<file path="src/rtl/rw_burst_sequencer.sv">
// Read/write burst sequencer: address-setup OUT, then 1..N data beats with
// per-phase retry, response timeout and a completion pulse with status.
module rw_burst_sequencer #(
  parameter int unsigned DATA_W    = 64,
  parameter int unsigned ADDR_W    = 16,
  parameter int unsigned BEAT_W    = 4,
  parameter int unsigned MAX_RETRY = 3,
  parameter int unsigned TIMEOUT   = 255
) (
  input  logic              clk,
  input  logic              rst_b,
  input  logic              read,
  input  logic              write,
  input  logic [ADDR_W-1:0] mempage,
  input  logic [BEAT_W-1:0] num_beats,
  input  logic [DATA_W-1:0] data_from_OS,
  input  logic [DATA_W-1:0] data_from_device,
  input  logic              success,
  input  logic              failure,
  output logic              in_trans,
  output logic              out_trans,
  output logic [DATA_W-1:0] data_to_device,
  output logic [DATA_W-1:0] data_to_OS,
  output logic              os_data_valid,
  output logic              os_data_ack,
  output logic              done,
  output logic              ok,
  output logic [1:0]        err,
  output logic [BEAT_W-1:0] beats_done
);

  localparam int unsigned RETRY_W = $clog2(MAX_RETRY + 2);
  localparam int unsigned TMO_W   = $clog2(TIMEOUT + 1);

  typedef enum logic [1:0] {IDLE, ADDR_WAIT, DATA_WAIT} state_t;

  state_t               state;
  logic                 is_read;
  logic [BEAT_W-1:0]    target;
  logic [RETRY_W-1:0]   retry_cnt;
  logic [TMO_W-1:0]     tmo_cnt;
  logic                 issuing;
  logic [BEAT_W-1:0]    beats_next;

  assign issuing    = in_trans | out_trans;
  assign beats_next = beats_done + 1'b1;

  always_ff @(posedge clk or negedge rst_b) begin
    if (!rst_b) begin
      state          <= IDLE;
      is_read        <= 1'b0;
      target         <= '0;
      retry_cnt      <= '0;
      tmo_cnt        <= '0;
      in_trans       <= 1'b0;
      out_trans      <= 1'b0;
      data_to_device <= '0;
      data_to_OS     <= '0;
      os_data_valid  <= 1'b0;
      os_data_ack    <= 1'b0;
      done           <= 1'b0;
      ok             <= 1'b0;
      err            <= 2'b00;
      beats_done     <= '0;
    end else begin
      in_trans      <= 1'b0;
      out_trans     <= 1'b0;
      os_data_valid <= 1'b0;
      os_data_ack   <= 1'b0;
      done          <= 1'b0;
      case (state)
        IDLE: begin
          if (read || write) begin
            is_read        <= read;
            target         <= (num_beats == '0) ? BEAT_W'(1) : num_beats;
            data_to_device <= DATA_W'(mempage);
            beats_done     <= '0;
            ok             <= 1'b0;
            err            <= 2'b00;
            retry_cnt      <= '0;
            tmo_cnt        <= '0;
            out_trans      <= 1'b1;
            state          <= ADDR_WAIT;
          end
        end
        ADDR_WAIT, DATA_WAIT: begin
          // Responses coinciding with our own issue pulse belong to nothing.
          if (!issuing) begin
            if (success) begin
              retry_cnt <= '0;
              tmo_cnt   <= '0;
              if (state == DATA_WAIT) begin
                beats_done <= beats_next;
                if (is_read) begin
                  data_to_OS    <= data_from_device;
                  os_data_valid <= 1'b1;
                end
              end
              if (state == DATA_WAIT && beats_next == target) begin
                done  <= 1'b1;
                ok    <= 1'b1;
                err   <= 2'b00;
                state <= IDLE;
              end else begin
                state <= DATA_WAIT;
                if (is_read) begin
                  in_trans <= 1'b1;
                end else begin
                  out_trans      <= 1'b1;
                  data_to_device <= data_from_OS;
                  os_data_ack    <= 1'b1;
                end
              end
            end else if (failure) begin
              if (retry_cnt < RETRY_W'(MAX_RETRY)) begin
                retry_cnt <= retry_cnt + 1'b1;
                tmo_cnt   <= '0;
                if (state == ADDR_WAIT || !is_read) out_trans <= 1'b1;
                else                                in_trans  <= 1'b1;
              end else begin
                done  <= 1'b1;
                ok    <= 1'b0;
                err   <= 2'b01;
                state <= IDLE;
              end
            end else if (tmo_cnt == TMO_W'(TIMEOUT - 1)) begin
              done  <= 1'b1;
              ok    <= 1'b0;
              err   <= 2'b10;
              state <= IDLE;
            end else begin
              tmo_cnt <= tmo_cnt + 1'b1;
            end
          end
        end
        default: state <= IDLE;
      endcase
    end
  end

endmodule

</file>
<file path="config.mk">
export PLATFORM = sky130hd
export DESIGN_NAME = rw_burst_sequencer
export DESIGN_NICKNAME = d
export VERILOG_FILES = /design/src/rtl/rw_burst_sequencer.sv
export SDC_FILE = /design/constraint.sdc
export NUM_CORES = 1
export LEC_CHECK = 0
export CORE_MARGIN = 1
export CORE_UTILIZATION = 30
export DETAILED_ROUTE_END_ITERATION = 12
export PLACE_DENSITY = 0.69
export RECOVER_POWER = 25
export SYNTH_ARGS = -nofsm -noshare
export SYNTH_HDL_FRONTEND = slang
export SYNTH_SLANG_ARGS = --single-unit
</file>
<file path="constraint.sdc">
create_clock -name clk -period 2.8 [get_ports clk]
set_clock_uncertainty 0.05 [all_clocks]
set_input_delay 0.7 -clock clk [delete_from_list [all_inputs] [get_ports clk]]
set_output_delay 0.7 -clock clk [all_outputs]
set_load 0.01 [all_outputs]
</file>
==> run_results.csv <==
group,metric,value,unit
floorplan,fp.dieW,155,um
floorplan,coreArea,22700,um^2
drt,drt_wl_total,20.0,mm
timing,min_period_over_period,85.4,%
cts,cts_buffer_depth,2,
critical_path,cp.buffers_inverters,3,
cells_and_area,n_antenna_cell,0,
critical_path,startpoint_type,"flop",
outcome,status,"complete, but fails checks",
cells_and_area,nFillCells,2143,
timing,fin_tns_setup,0,ns
synthesis,ys_dominant_reg_cell,"dfrtp_1",
power,cellPowerDensity,933,nW/um^2
synthesis,synth_top_area_share,56.7,%
timing,final_max_slew_viol_count,59,
synthesis,syn-cell-area,6980,um^2
cts,cts_tree,"built",
floorplan,rows,55,
timing,setup_viol,0,
timing,max_freq,418,MHz
cts,cts-root-buf,"clkbuf_16",
cells_and_area,layout-area-overhead-vs-synth,56.3,%
floorplan,initial_core_util,30.7,%
synthesis,yosysSeqAreaShare,56.7,%
cts,cts_made_buffers,17,
power,vdd_ir_drop_max,396,uV
timing,rsz0062_at_grt,"no",
critical_path,crit_family,"buffers and inverters",
drt,wl_per_cell,16.5,um
synthesis,synth-edff-count,0,
synthesis,yosysWarnings,0,
cts,ctsResizeCount,0,
timing,tightest_slew,1.57,ns
critical_path,critPathKind,"flop to flop",
synthesis,synth_area_leaders,"dfrtp_1, mux2_1, nand3_1",
placement,place_congestion,0.779,
synthesis,synth_seq_cells,158,
drt,vias,5893,
synthesis,synth_most_common_cell,"dfrtp_1",
floorplan,die_h,155,um
critical_path,crit_path_max_fanout,41,
cts,clk_pin_slew,0.07,ns
cells_and_area,drive_gt1_share,9.91,%
critical_path,cpPeakStageDelay,0.43,ns
timing,slew_headroom,-4.99,%
cts,clk_latency,0.41,ns
synthesis,synth_common_cells,"dfrtp_1, nand2_1, nand3_1",
synthesis,synth_nets,789,
drt,via_per_inst,4.86,
synthesis,synth_top_area_cell,"dfrtp_1",
drt,dr.pass1.iters,5,
placement,dp_hpwl,14.0,mm
flow_run,maxCapViolations,1,
hold_path,hold_class,"flop to flop",
synthesis,async_flop_share,100,%
drt,drc,0,
power,p_total,10.2,mW
cts,cts-hold-fix-buffers,0,
synthesis,syn_area_per_cell,11.1,um^2
global_route,grt_use_total,16.8,%
timing,period_needed,2.39,ns
synthesis,synth_cells,627,
cts,htreeDepth,4,
timing,finalHoldViolCount,0,
global_route,antenna_found_initial,0,
critical_path,endpoint_kind,"flop",
cells_and_area,fin_util,48.0,%
global_route,grt_pass1_vias,5824,
global_route,grt_pass1_wl,31.3,mm
critical_path,arrival,2.65,ns
cts,cts.sinks,158,
placement,io_buffers,293,
global_route,grt_max_degree,60,
cts,postCtsSetupBuffers,0,
critical_path,cp.required,3.06,ns
drt,antenna_left,0,
outcome,violations,"capacitance limit, slew limit",
floorplan,dieArea,23900,um^2
power,total_leakage_power,4.75,nW
cells_and_area,num-nets-final,1077,
critical_path,cp_slowest_cell,"ha_1",
drt,drt-initial-drc-count,275,
critical_path,path_cells,"inv_1 -> ha_1 -> buf_4 -> or2_2 -> buf_12 -> nand2b_1 -> o22ai_1 -> a311oi_2",
cells_and_area,final_area,10900,um^2
synthesis,ys_types,49,
global_route,gr-total-overflow,0,
placement,placed_area,10300,um^2
floorplan,num_io_pins,294,
-- path summary, 6_finish.rpt --
path | start | cells after the start | end | slack [ns]
setup / recovery | state[0] | 8 | data_to_device[4] | 0.41
hold / removal | data_to_OS[48] | 1 | data_to_OS[48] | 0.44
setup reg to reg | state[0] | 8 | data_to_device[4] | 0.41
hold reg to reg | data_to_OS[48] | 1 | data_to_OS[48] | 0.44
max in group asynchronous | rst_b | 2 | tmo_cnt[5] | 0.57
min in group asynchronous | rst_b | 1 | target[2] | 0.63
-- metrics by stage --
step           setup slack (ns)  std cells  hold slack, ns
2_1_floorplan             0.686        627           0.354
4_1_cts                   0.396       1213           0.227
3_3_place_gp              0.142       1181           0.423
3_5_place_dp              0.119       1181           0.430
6_report                  0.409       1213           0.440
5_1_grt                   0.131       1213           0.453
-- cells by family after synthesis --
group	count (synthesis)	synth area share [%]
AO/OA/AOI/OAI	118	11.6
XOR/XNOR	9	1.13
adder cells (fa/ha/maj)	8	1.43
buffers and inverters	66	4.14
flip-flops	158	56.7
multiplexers	69	11.1
AND/OR/NAND/NOR	199	13.9
-- area by class of cell --
| cell class | count | area, um^2 | share of cell area [%] |
|---|---|---|---|
| clock buffers | 19 | 443 | 4.06 |
| flip-flops and latches | 158 | 3950 | 36.2 |
| clock inverters | 13 | 171 | 1.57 |
| multi-input cells | 403 | 2740 | 25.1 |
| inverters | 24 | 90.1 | 0.826 |
| well taps | 285 | 357 | 3.27 |
| repair buffers | 311 | 3150 | 28.9 |
-- routing by layer --
metal | wire (um) | GRT usage [%]
met5 | 0 | 0
met4 | 375 | 5.19
met3 | 1910 | 6.53
met2 | 9110 | 27.3
met1 | 8560 | 20.6
-- sequential cells by signal, summed over array words and instances (netlist names), 2 cells and up --
name            flops
tmo_cnt             8
state               2
data_to_device     64
err                 2
retry_cnt           3
target              4
data_to_OS         64
beats_done          4
-- layout by cell type (no fill, tap or decap), drive strengths merged, types with 2 or more instances in the layout --
cell type / n
clkdlybuf4s50: 292
dfrtp: 158
mux2: 67
nand2: 65
o21ai: 61
nand3: 56
nor2: 32
inv: 32
clkbuf: 21
nand2b: 20
buf: 17
o22ai: 16
a311oi: 16
a21oi: 8
ha: 8
xnor2: 7
nor3: 6
a22o: 5
and3: 4
nor2b: 3
o41ai: 3
a21o: 3
or2: 3
nor4: 3
clkinv: 3
xor2: 2
nand4: 2
mux2i: 2
bufinv: 2
or3: 2
-- power breakdown --
part / total [mW] / switching (mW) / internal [mW]
Clock: 2.42 / 1.04 / 1.38
Sequential: 3.38 / 0.404 / 2.97
Combinational: 4.37 / 2.10 / 2.27
No activity file was read; power rests on OpenSTA's default activity.
